`src/rtl/winograd_output_transform.sv`:
```
// Winograd F(2x2,3x3) output stage: accumulates NCH product tiles (one per
// input channel) and then applies Y = A^T * M * A over two register stages,
// presenting one 2x2 output tile on a valid/ready stream.
module winograd_output_transform #(
    parameter  int PW   = 16,
    parameter  int ACCW = 24,
    parameter  int NCH  = 4,
    localparam int OW   = ACCW + 4
) (
    input  logic               clk,
    input  logic               rstn,
    input  logic               in_valid,
    output logic               in_ready,
    input  logic [16*PW-1:0]   in_data,
    output logic               out_valid,
    input  logic               out_ready,
    output logic [4*OW-1:0]    out_data
);

    localparam int CNTW = (NCH > 1) ? $clog2(NCH) : 1;
    localparam logic [CNTW-1:0] LAST_CH = CNTW'(NCH - 1);

    typedef enum logic [1:0] {
        ST_ACCUM = 2'd0,
        ST_XF1   = 2'd1,
        ST_XF2   = 2'd2,
        ST_OUT   = 2'd3
    } state_t;

    state_t                  r_state;
    state_t                  w_state_nxt;
    logic [CNTW-1:0]         r_ch_cnt;
    logic                    r_in_ready;
    logic                    r_out_valid;
    logic [4*OW-1:0]         r_out_data;
    logic signed [ACCW-1:0]  r_acc [16];
    // r_t[0][c] = m0c+m1c+m2c, r_t[1][c] = m1c-m2c-m3c
    logic signed [OW-1:0]    r_t [2][4];
    logic signed [PW-1:0]    w_elem [16];
    logic signed [OW-1:0]    w_m [16];
    logic                    w_accept;
    logic                    w_last_beat;

    // in_ready mirrors "in ACCUM", so a beat can only land while accumulating
    assign w_accept    = in_valid && r_in_ready;
    assign w_last_beat = w_accept && (r_ch_cnt == LAST_CH);

    assign in_ready  = r_in_ready;
    assign out_valid = r_out_valid;
    assign out_data  = r_out_data;

    // Unpack incoming product elements and widen accumulators for the transform
    always_comb begin
        for (int k = 0; k < 16; k++) begin
            w_elem[k] = in_data[k*PW +: PW];
            w_m[k]    = OW'(r_acc[k]);
        end
    end

    // Next-state logic for the accumulate / transform / output sequence
    always_comb begin
        w_state_nxt = r_state;
        case (r_state)
            ST_ACCUM: begin
                if (w_last_beat) begin
                    w_state_nxt = ST_XF1;
                end else begin
                    w_state_nxt = ST_ACCUM;
                end
            end
            ST_XF1:   w_state_nxt = ST_XF2;
            ST_XF2:   w_state_nxt = ST_OUT;
            ST_OUT: begin
                if (out_ready) begin
                    w_state_nxt = ST_ACCUM;
                end else begin
                    w_state_nxt = ST_OUT;
                end
            end
            default:  w_state_nxt = ST_ACCUM;
        endcase
    end

    // State register plus handshake flags, registered from the next state
    always_ff @(posedge clk) begin
        if (rstn) begin
            r_state     <= ST_ACCUM;
            r_in_ready  <= 1'b1;
            r_out_valid <= 1'b0;
        end else begin
            r_state     <= w_state_nxt;
            r_in_ready  <= (w_state_nxt == ST_ACCUM);
            r_out_valid <= (w_state_nxt == ST_OUT);
        end
    end

    // Datapath: channel accumulation, column pass, row pass
    always_ff @(posedge clk) begin
        if (rstn) begin
            r_ch_cnt   <= {CNTW{1'b0}};
            r_out_data <= {(4*OW){1'b0}};
            for (int k = 0; k < 16; k++) begin
                r_acc[k] <= {ACCW{1'b0}};
            end
            for (int i = 0; i < 2; i++) begin
                for (int c = 0; c < 4; c++) begin
                    r_t[i][c] <= {OW{1'b0}};
                end
            end
        end else begin
            case (r_state)
                ST_ACCUM: begin
                    if (w_accept) begin
                        // First channel loads, discarding sums from the previous tile
                        for (int k = 0; k < 16; k++) begin
                            if (r_ch_cnt == {CNTW{1'b0}}) begin
                                r_acc[k] <= ACCW'(w_elem[k]);
                            end else begin
                                r_acc[k] <= r_acc[k] + ACCW'(w_elem[k]);
                            end
                        end
                        if (r_ch_cnt == LAST_CH) begin
                            r_ch_cnt <= {CNTW{1'b0}};
                        end else begin
                            r_ch_cnt <= r_ch_cnt + CNTW'(1);
                        end
                    end
                end
                ST_XF1: begin
                    for (int c = 0; c < 4; c++) begin
                        r_t[0][c] <= w_m[c] + w_m[4+c] + w_m[8+c];
                        r_t[1][c] <= w_m[4+c] - w_m[8+c] - w_m[12+c];
                    end
                end
                ST_XF2: begin
                    for (int r = 0; r < 2; r++) begin
                        r_out_data[(2*r)*OW +: OW]   <= r_t[r][0] + r_t[r][1] + r_t[r][2];
                        r_out_data[(2*r+1)*OW +: OW] <= r_t[r][1] - r_t[r][2] - r_t[r][3];
                    end
                end
                ST_OUT: begin
                    r_ch_cnt <= {CNTW{1'b0}};
                end
                default: begin
                    r_ch_cnt <= {CNTW{1'b0}};
                end
            endcase
        end
    end

endmodule

```
`config.mk`:
```
export PLATFORM = sky130hd
export DESIGN_NAME = winograd_output_transform
export DESIGN_NICKNAME = d
export VERILOG_FILES = /design/src/rtl/winograd_output_transform.sv
export SDC_FILE = /design/constraint.sdc
export NUM_CORES = 2
export LEC_CHECK = 0
export ABC_AREA = 1
export CORE_ASPECT_RATIO = 0.6
export CORE_MARGIN = 4
export CORE_UTILIZATION = 30
export CTS_BUF_LIST = sky130_fd_sc_hd__clkbuf_4 sky130_fd_sc_hd__clkbuf_8
export DETAILED_ROUTE_END_ITERATION = 10
export PLACE_DENSITY_LB_ADDON = 0.12
export SLEW_MARGIN = 30
export SYNTH_ARGS = -nofsm -noshare
export SYNTH_HDL_FRONTEND = slang
export SYNTH_SLANG_ARGS = --single-unit
```
`constraint.sdc`:
```
create_clock -name clk -period 11.5 [get_ports clk]
set_input_delay 1.725 -clock clk [delete_from_list [all_inputs] [get_ports clk]]
set_output_delay 1.725 -clock clk [all_outputs]
set_load 0.05 [all_outputs]
```
==> impl_results.md <==
- # DRC: 0
- Root Buffer: clkbuf_8
- Clock buffer depth: 4
- Starting DRT DRC Count: 7,753
- Critical-path cell list: clkbuf_8 -> inv_4 -> nand2_8 -> buf_4 -> buf_4 -> nand2_1 -> a21oi_1
- Combinational power share: 0.535
- Crit path to: r_acc[0][139]
- Worst Setup SP: rstn
- Critical path class: in2reg
- Post-Syn Area: 80,400 µm²
- Main combinational cell family by area after synthesis: simple AND/OR/NAND/NOR gates
- I/O pin count: 374
- Chip width: 676 µm
- Worst reg-to-reg path cell count: 12
- TritonCTS clock tree: yes
- Fmax: 219 MHz
- DR WL/cell: 21.9 µm
- CP Launch Type: input port
- EDFF count, synth: 592
- Main synth FF type: edfxtp_1
- Mux contribution to synthesized area: 0
- Seq cells post-synth: 710
- Critical Path Sink Type: flop
- First-pass GRT wire length: 523,000 µm
- Pre-antenna DRT Iters: 6
- MaxCap Viol Count: 0
- Antenna-violating nets left: 0
- R2R setup slack: 7870 ps
- HP Class: reg2reg
- Clock Latency Late Sink: 960 ps
- Post CTS Setup Buffer Count: 0
- Synth async-reset ratio: 0
- Grt met1 use: 0.398
- Clock Pin Slew Worst Setup and Hold Paths: 60 ps
- Sequential power share: 0.252
- Num rows: 146
- WP data required: 12,250 ps
- Vias per inst: 4.95
- Post-synthesis adder-cell area fraction: 0.186
- Layout Cells excl Fill: 16,459
- Max Slew Vio Count: 0
- Area growth, synth to finish: 13.7%
- Top cell by count, worst path: buf_4
- Syn Inst Count: 12,383
- Share of cells above drive strength 1: 0.0271
- Clk pwr share: 0.213
- GPL Wtd Cong: 0.966
- Gr usage total: 0.255
- Switching power: 7070 µW
- Period utilisation layout: 0.396
- Crit Path Max Fanout: 53
- Initial Util: 0.303
- Die Y: 409 µm
- Fin util: 0.345
- Routed WL: 361,000 µm
- Run status: complete, no violations
- Slowest-stage cell, CP: buf_4
- Die area: 276,000 µm²
- IO Port Bufs: 373
- Antenna violations before repair: 20
- Mean Syn Cell Area: 6.49 µm²
- Slew headroom: 0.359
- Setup TNS: 0 ps
- Vias in the first global route: 76,105
- Register area share after synthesis: 0.251
- Most used routing layer in global routing: met1
- DP HPWL: 302,000 µm
- Clock sinks: 710
- RSZ-0062 raised after global routing: no
- Clock buffer count from CTS: 150
- Area of the core: 265,000 µm²
- Net Sw Frac: 0.498
- Yosys cell types: 38
- Synth warn: 0
- Placed Cells: 16,195
- Worst-Margin Slew: 962 ps
- Met2 global-route usage: 0.359
- Syn Nets: 13,645
- Worst EP arrival: 5310 ps
- # resized after CTS: 0
- Fin nets: 14,058
- Tmin final: 4560 ps
- Final setup viols: 0
- Fin Clk Skew: 73.6 ps
- GR Overflow Total: 0
- Hold-fix buffers, CTS: 0
- Synth Area in Simple Gates: 0.331
- RR Endpoint: r_t[0][73]
- Power per Cell Area: 155 nW/µm²
- H-Tree Depth: 4
- Int Power: 7130 µW
- RR Startpoint: r_acc[0][121]
- Leakage: 0.0471 µW
- Compound-Gate Fraction of Synth Area: 0.0976
- Vias: 81,455
- Largest net degree at the start of global routing: 100
- M3 GR Usage: 0.0486
- Fin. Hold Viols: 0
- Synth Area in XOR/XNOR: 0.0194
- Worst IR Drop VDD: 0.0000866 V
- Slowest stage delay, CP: 710 ps
[metal layers]
| metal | wire [µm] | up-vias | part of all wire |
|---|---|---|---|
| met4 | 6840 | 4 | 0.019 |
| met1 | 185000 | 38410 | 0.51 |
| met3 | 28200 | 272 | 0.078 |
| li1 | - | 40107 | - |
| met5 | 104 | - | 0.00029 |
| met2 | 141000 | 2662 | 0.39 |
[final cells by class]
class                           instances  area [µm²]
Tap cell                             3552        4440
Timing Repair Buffer                  415        4140
Clock buffer                          192        2420
Fill cell                           29124      174000
Multi-Input combinational cell       9214       51000
Sequential cell                       710       20100
Antenna cell                            7        17.5
Clock inverter                         64         598
Inverter                             2305        8670
[how the worst min path moves through the flow]
stage / depth (start not counted) / slack (ps) / from / end
3_3_place_gp: 1 / 450 / r_ch_cnt[0] / r_ch_cnt[0]
5_1_grt: 1 / 510 / r_ch_cnt[0] / r_ch_cnt[0]
4_1_cts: 1 / 460 / r_ch_cnt[0] / r_ch_cnt[0]
6_report: 1 / 470 / r_ch_cnt[0] / r_ch_cnt[0]
2_1_floorplan: 1 / 430 / r_ch_cnt[0] / r_ch_cnt[0]
3_5_place_dp: 1 / 450 / r_ch_cnt[0] / r_ch_cnt[0]
[metrics by stage]
stage	total power [µW]	cell area, µm²	setup slack (ps)	hold slack, ps
CTS	14200	91300	6990	464
floorplan	8440	80400	471	431
detailed placement	11000	88300	5990	454
finish	14200	91400	6940	468
global route	15300	91400	6880	507
global placement	11000	88200	6050	447
[cell families (layout without fill, tap and decap cells)]
| family | after synthesis | count (layout) |
|---|---|---|
| adders and majority gates | 1002 | 1002 |
| buffers and inverters | 2459 | 2976 |
| AOI/OAI and AO/OA | 1493 | 1493 |
| other | 0 | 7 |
| xor gates and xnor gates | 178 | 178 |
| and+or+nand+nor | 6541 | 6541 |
| DFF | 710 | 710 |
[cells in the final DEF (no fill, tap or decap), types with 36 or more instances in the layout]
cell type / count
xnor2_1: 69
ha_1: 684
fa_1: 318
xor2_1: 109
nand2_1: 4009
o21bai_1: 56
clkdlybuf4s50_1: 372
o21ai_0: 438
inv_1: 2301
nand3_1: 805
and2_1: 41
nor2_1: 1293
nand4_1: 192
or2_2: 48
dfxtp_1: 118
nor3_1: 97
a21oi_1: 900
clkbuf_8: 157
clkbuf_4: 36
edfxtp_1: 592
[power by group through the flow]
stage | clock network, µW | logic [µW] | registers (µW)
2_1_floorplan | 0 | 5070 | 3370
3_3_place_gp | 0 | 7430 | 3610
3_5_place_dp | 0 | 7410 | 3610
4_1_cts | 3130 | 7460 | 3560
5_1_grt | 3250 | 8500 | 3580
6_report | 3030 | 7590 | 3580
[cell usage after synthesis (10+ instances only)]
| cell | instances | area, µm² |
|---|---|---|
| a21o_1 | 32 | 240 |
| a21oi_1 | 900 | 4500 |
| a22o_1 | 16 | 140 |
| a31oi_1 | 13 | 81.3 |
| and2_1 | 41 | 257 |
| buf_1 | 15 | 56.3 |
| buf_2 | 59 | 295 |
| clkbuf_1 | 73 | 274 |
| dfxtp_1 | 118 | 2360 |
| edfxtp_1 | 592 | 17800 |
| fa_1 | 318 | 6370 |
| ha_1 | 684 | 8560 |
| inv_1 | 2304 | 8650 |
| nand2_1 | 4011 | 15100 |
| nand3_1 | 805 | 4030 |
| nand3b_1 | 28 | 210 |
| nand4_1 | 192 | 1200 |
| nor2_1 | 1296 | 4860 |
| nor3_1 | 97 | 485 |
| o21a_1 | 10 | 75.1 |
| o21ai_0 | 438 | 2190 |
| o21ai_1 | 13 | 65.1 |
| o21bai_1 | 56 | 420 |
| or2_2 | 48 | 300 |
| xnor2_1 | 69 | 604 |
| xor2_1 | 109 | 955 |
[sequential cells by signal, summed over array words and instances, names as in the netlist]
name / flops
out_data: 112
out_valid: 1
r_ch_cnt: 2
r_t: 208
r_acc: 384
in_ready: 1
r_state: 2
[worst max-delay path, delay by kind of cell]
| family | cells | cell delay [ps] |
|---|---|---|
| compound gates | 1 | 300 |
| buf+inv | 4 | 2170 |
| simple gates | 2 | 920 |
Power figures use the tool's default switching activity.
